$ cat src/rtl/subtractor_32bit_serial.sv
// Multi-cycle N-bit subtractor (minuend - subtrahend) that processes W bits
// per clock through a registered borrow chain. Operands are captured on a
// start request, consumed LSB chunk first, and the result plus borrow,
// signed-overflow and zero flags are published with a one-cycle done pulse.
module subtractor_32bit_serial #(
  parameter int N = 32,
  parameter int W = 4
) (
  input  logic         clk,
  input  logic         rst,
  input  logic         start,
  input  logic [N-1:0] minuend,
  input  logic [N-1:0] subtrahend,
  output logic         busy,
  output logic         done,
  output logic [N-1:0] difference,
  output logic         borrow_out,
  output logic         overflow,
  output logic         zero
);

  localparam int CHUNKS = N / W;
  localparam int CNT_W  = (CHUNKS > 1) ? $clog2(CHUNKS) : 1;
  localparam logic [CNT_W-1:0] LAST_CHUNK = CNT_W'(CHUNKS - 1);

  typedef enum logic {
    S_IDLE = 1'b0,
    S_RUN  = 1'b1
  } state_t;

  state_t           r_state;
  logic [N-1:0]     r_a;          // remaining minuend bits, current chunk in [W-1:0]
  logic [N-1:0]     r_b;          // remaining subtrahend bits, current chunk in [W-1:0]
  logic [N-1:0]     r_work;       // partial result, filled from the top down
  logic             r_borrow;     // borrow carried between chunks
  logic [CNT_W-1:0] r_count;
  logic             r_busy;
  logic             r_done;
  logic [N-1:0]     r_difference;
  logic             r_borrow_out;
  logic             r_overflow;
  logic             r_zero;

  logic [W-1:0]     w_diff_chunk;
  logic             w_bin;
  logic             w_chunk_bout;
  logic [N-1:0]     w_result;

  // Ripple the borrow through the current W-bit chunk.
  always_comb begin
    // NOTE: every variable gets a default before the loop so no latch is inferred.
    w_diff_chunk = '0;
    w_bin        = r_borrow;
    for (int i = 0; i < W; i++) begin
      w_diff_chunk[i] = r_a[i] ^ r_b[i] ^ w_bin;
      w_bin           = (~r_a[i] & r_b[i]) | (~r_a[i] & w_bin) | (r_b[i] & w_bin);
    end
    w_chunk_bout = w_bin;
    // New chunk enters at the top; after N/W shifts the result is aligned.
    w_result = (N'(w_diff_chunk) << (N - W)) | (r_work >> W);
  end

  // Control FSM and datapath registers; outputs are registered.
  always_ff @(posedge clk or posedge rst) begin
    if (rst) begin
      // NOTE: every register, including the operand and working state, is cleared so no stale partial result survives a reset.
      r_state      <= S_IDLE;
      r_a          <= '0;
      r_b          <= '0;
      r_work       <= '0;
      r_borrow     <= 1'b0;
      r_count      <= '0;
      r_busy       <= 1'b0;
      r_done       <= 1'b0;
      r_difference <= '0;
      r_borrow_out <= 1'b0;
      r_overflow   <= 1'b0;
      r_zero       <= 1'b0;
    end else begin
      // NOTE: non-blocking assignments so every register samples pre-edge values.
      r_done <= 1'b0;
      case (r_state)
        S_IDLE: begin
          if (start) begin
            r_a      <= minuend;
            r_b      <= subtrahend;
            r_work   <= '0;
            r_borrow <= 1'b0;
            r_count  <= '0;
            r_busy   <= 1'b1;
            r_state  <= S_RUN;
          end
        end
        S_RUN: begin
          r_a      <= r_a >> W;
          r_b      <= r_b >> W;
          r_work   <= w_result;
          r_borrow <= w_chunk_bout;
          if (r_count == LAST_CHUNK) begin
            // The current chunk holds the operand and result sign bits here.
            r_difference <= w_result;
            r_borrow_out <= w_chunk_bout;
            r_overflow   <= (r_a[W-1] != r_b[W-1]) && (w_diff_chunk[W-1] != r_a[W-1]);
            r_zero       <= (w_result == '0);
            r_busy       <= 1'b0;
            r_done       <= 1'b1;
            r_count      <= '0;
            r_state      <= S_IDLE;
          end else begin
            r_count <= r_count + 1'b1;
          end
        end
        default: r_state <= S_IDLE;
      endcase
    end
  end

  assign busy       = r_busy;
  assign done       = r_done;
  assign difference = r_difference;
  assign borrow_out = r_borrow_out;
  assign overflow   = r_overflow;
  assign zero       = r_zero;

endmodule

$ cat config.mk
export PLATFORM = sky130hd
export DESIGN_NAME = subtractor_32bit_serial
export DESIGN_NICKNAME = d
export VERILOG_FILES = /design/src/rtl/subtractor_32bit_serial.sv
export SDC_FILE = /design/constraint.sdc
export NUM_CORES = 1
export LEC_CHECK = 0
export BUFFER_PORTS_ARGS = -buffer_cell sky130_fd_sc_hd__buf_4
export CAP_MARGIN = 5
export CORE_MARGIN = 1.5
export CORE_UTILIZATION = 45
export DETAILED_ROUTE_END_ITERATION = 10
export PLACE_DENSITY = 0.69
export RECOVER_POWER = 25
export REMOVE_ABC_BUFFERS = 1
export SYNTH_ARGS = -nofsm -noshare
export SYNTH_HDL_FRONTEND = slang
export SYNTH_SLANG_ARGS = --single-unit
$ cat constraint.sdc
create_clock -name clk -period 4.1 [get_ports clk]
set_input_delay 0.205 -clock clk [delete_from_list [all_inputs] [get_ports clk]]
set_output_delay 0.205 -clock clk [all_outputs]
set_load 0.02 [all_outputs]
==> results.cfg <==
[cts]
cts-resized-gates = 0
insertion_delay_ns = 0.41
htree_levels = 4
post_cts_buffers = 0
cts_buffers = 17
hold_buffers = 0
clk_pin_slew_ns = 0.06
cts_tree = done
clkSinkCount = 134
cts_root_buf = clkbuf_16
clock_path_buffers = 2

[detailed_routing]
vias = 3977
drt_wl_total_um = 11560
vias_per_cell = 5.003
wire_per_inst_um = 14.54
drt_iter0_drc = 177
drtPass1Iterations = 4
postRouteAntennaNets = 0
drc = 0

[layout]
area_growth_pct = 26.02
utilization = 0.5791
layout-drive-gt1-share = 0.2761
antenna_cells = 0
fin_nets = 684
design_area_um2 = 7308
fillers = 1112

[sta]
tightest_slew_ns = 2.059
clock_skew_ns = 0.009440
fmax_mhz = 360.1
finalSetupTns_ns = 0
setup_ws_ns = 1.323
finalSetupViolations = 0
fin_crit_ns = 2.777
relSlewSlack = -0.3726
fin_crit_sh = 0.6774
hold_violations = 0
rsz0062_at_grt = false
final_max_slew_viol_count = 100

[floorplan]
floorplan.die_area_um2 = 13580
dieHeight_um = 116.5
start_util = 0.4595
die_w_um = 116.5
fp.coreArea_um2 = 12620
rows = 41
ioPinCount = 104

[synthesis]
ys.flop_type = dfrtp_1
synth-seq-area-share = 0.5782
netlist_area_um2 = 5799
netlist_instances = 519
synth_edf_count = 0
synthArstFlopShare = 1.000
yosysUniqueCellTypes = 25
yosys.area.top_type = dfrtp_1
ys_warn_count = 0
synth-seq-cells = 134
synth_area_leaders = dfrtp_1 (58%), mux2i_1 (11%), nand2_1 (7.8%)
synth.avg_cell_area_um2 = 11.17
synth_top_area_frac = 0.5782

[placed_design]
place_ws_ns = 1.340
port_buffers = 103
placedInstanceArea_um2 = 6593
dpl.hpwl_um = 7491
routabilityCongestion = 0.7686

[global_routing]
grt_first_pass_wirelength_um = 19220
gr-total-overflow = 0
grt_pass1_vias = 4024
grt_start_max_net_pins = 113
grt_antenna_before_repair = 0
track_usage = 0.1842

[power]
p_leak_nw = 3.535
total_power_w = 0.005840
irDropWorstVdd_mv = 0.3302
power_density_nw_per_um2 = 799.1

[critical_path]
path_cells = inv_1 -> fa_1 -> fa_1 -> fa_1 -> inv_1 -> fa_1 -> nor2_1 -> nand4_1 -> o41ai_2
slowest_delay_ns = 0.46
worstSetupPathType = reg2reg
cp_common_cell = fa_1
worstSetupStartpointType = register
slowest_stage = fa_1
cp.buffers_inverters = 2
endpoint_kind = register
cp.required_ns = 4.41
path_max_fanout = 4
startpoint = r_a[0]
r2r_start = r_a[0]
crit_family = adder cells
ff2ff_setup_slack_ns = 1.32
crit_arrival_ns = 3.08

[status]
violations = capacitance limit, slew limit
outcome = finished, violations left

[min_path]
min_path_type = in2reg
hold_path.startpoint = minuend[28]

[flow_run]
cap_violations = 1
worst register-to-register path, cell delays in order (launching register included):
cell and delay [ns]:
dfrtp_1 0.37, inv_1 0.07, fa_1 0.43, fa_1 0.39
fa_1 0.37, inv_1 0.07, fa_1 0.46, nor2_1 0.11
nand4_1 0.11, o41ai_2 0.28
cells in the mapped netlist, types with 5 or more instances:
| cell | count |
|---|---|
| nor4_1 | 6 |
| dfrtp_1 | 134 |
| nor2_1 | 11 |
| mux2i_1 | 64 |
| buf_4 | 5 |
| nand2_1 | 120 |
| o21ai_0 | 67 |
| mux2_2 | 29 |
| buf_2 | 16 |
| o21ai_1 | 22 |
| clkbuf_1 | 7 |
| inv_1 | 11 |
path summary, 6_finish.rpt:
kind	endpoint	cells past startpoint
hold / removal	r_a[28]	3
max in group asynchronous	r_work[25]	3
setup / recovery	zero	9
setup reg to reg	zero	9
min in group asynchronous	r_a[30]	2
hold reg to reg	r_b[16]	2
cell type report:
cell class	count	area, um^2	share of cell area
Timing Repair Buffer	107	799.5	0.1094
Tap cell	172	215.2	0.02945
Sequential cell	134	3357	0.4593
Inverter	11	45.04	0.006163
Clock buffer	21	480.5	0.06574
Multi-Input combinational cell	339	2171	0.2970
Clock inverter	11	240.2	0.03287
layer usage:
layer,vias to the layer above,GRT usage,routed length [um]
met3,11,0.07369,800
met5,-,0,0
met1,1918,0.2364,5325
met2,102,0.2839,5348
met4,0,0.06585,87
li1,1946,-,-
cells in the final DEF (no fill, tap or decap), types with 2 or more instances in the layout:
cell        count
dfrtp_1       133
nor2_1         11
ha_1            3
mux2i_1        64
buf_4         106
fa_1            4
nand4_1         2
nor4_1          6
clkinvlp_4      2
mux2_2         29
inv_6           2
o21ai_1        22
inv_1          10
o21ai_0        67
o22ai_1         4
clkbuf_16      17
clkbuf_8        4
bufinv_16       7
nand2_1       120
logic make-up after synthesis:
| kind of cell | Yosys count | share of synthesized area |
|---|---|---|
| and+or+nand+nor | 142 | 0.09903 |
| DFF | 134 | 0.5782 |
| muxes | 93 | 0.1668 |
| AOI/OAI and AO/OA | 96 | 0.08673 |
| buffers and inverters | 46 | 0.04747 |
| xor gates and xnor gates | 1 | 0.001511 |
| adders and majority gates | 7 | 0.02028 |
stage by stage:
step	hold slack, ns	instances
global route	0.02816	795
finish	0.03543	795
global placement	0.4516	763
CTS	0.01787	795
floorplan	0.3050	484
detailed placement	0.4543	763
state kept, by name (all words and copies together), names as in the netlist:
register	cells
r_state	1
busy	1
zero	1
r_work	28
r_count	3
r_b	32
r_borrow	1
difference	32
done	1
r_a	32
borrow_out	1
overflow	1
where the power goes:
group          total (W)  internal [W]  switching (W)
combinational    0.00168      0.000772       0.000908
sequential       0.00233       0.00190       0.000435
clock            0.00183       0.00127       0.000559
Note: power is estimated with default switching activity, not from simulation.
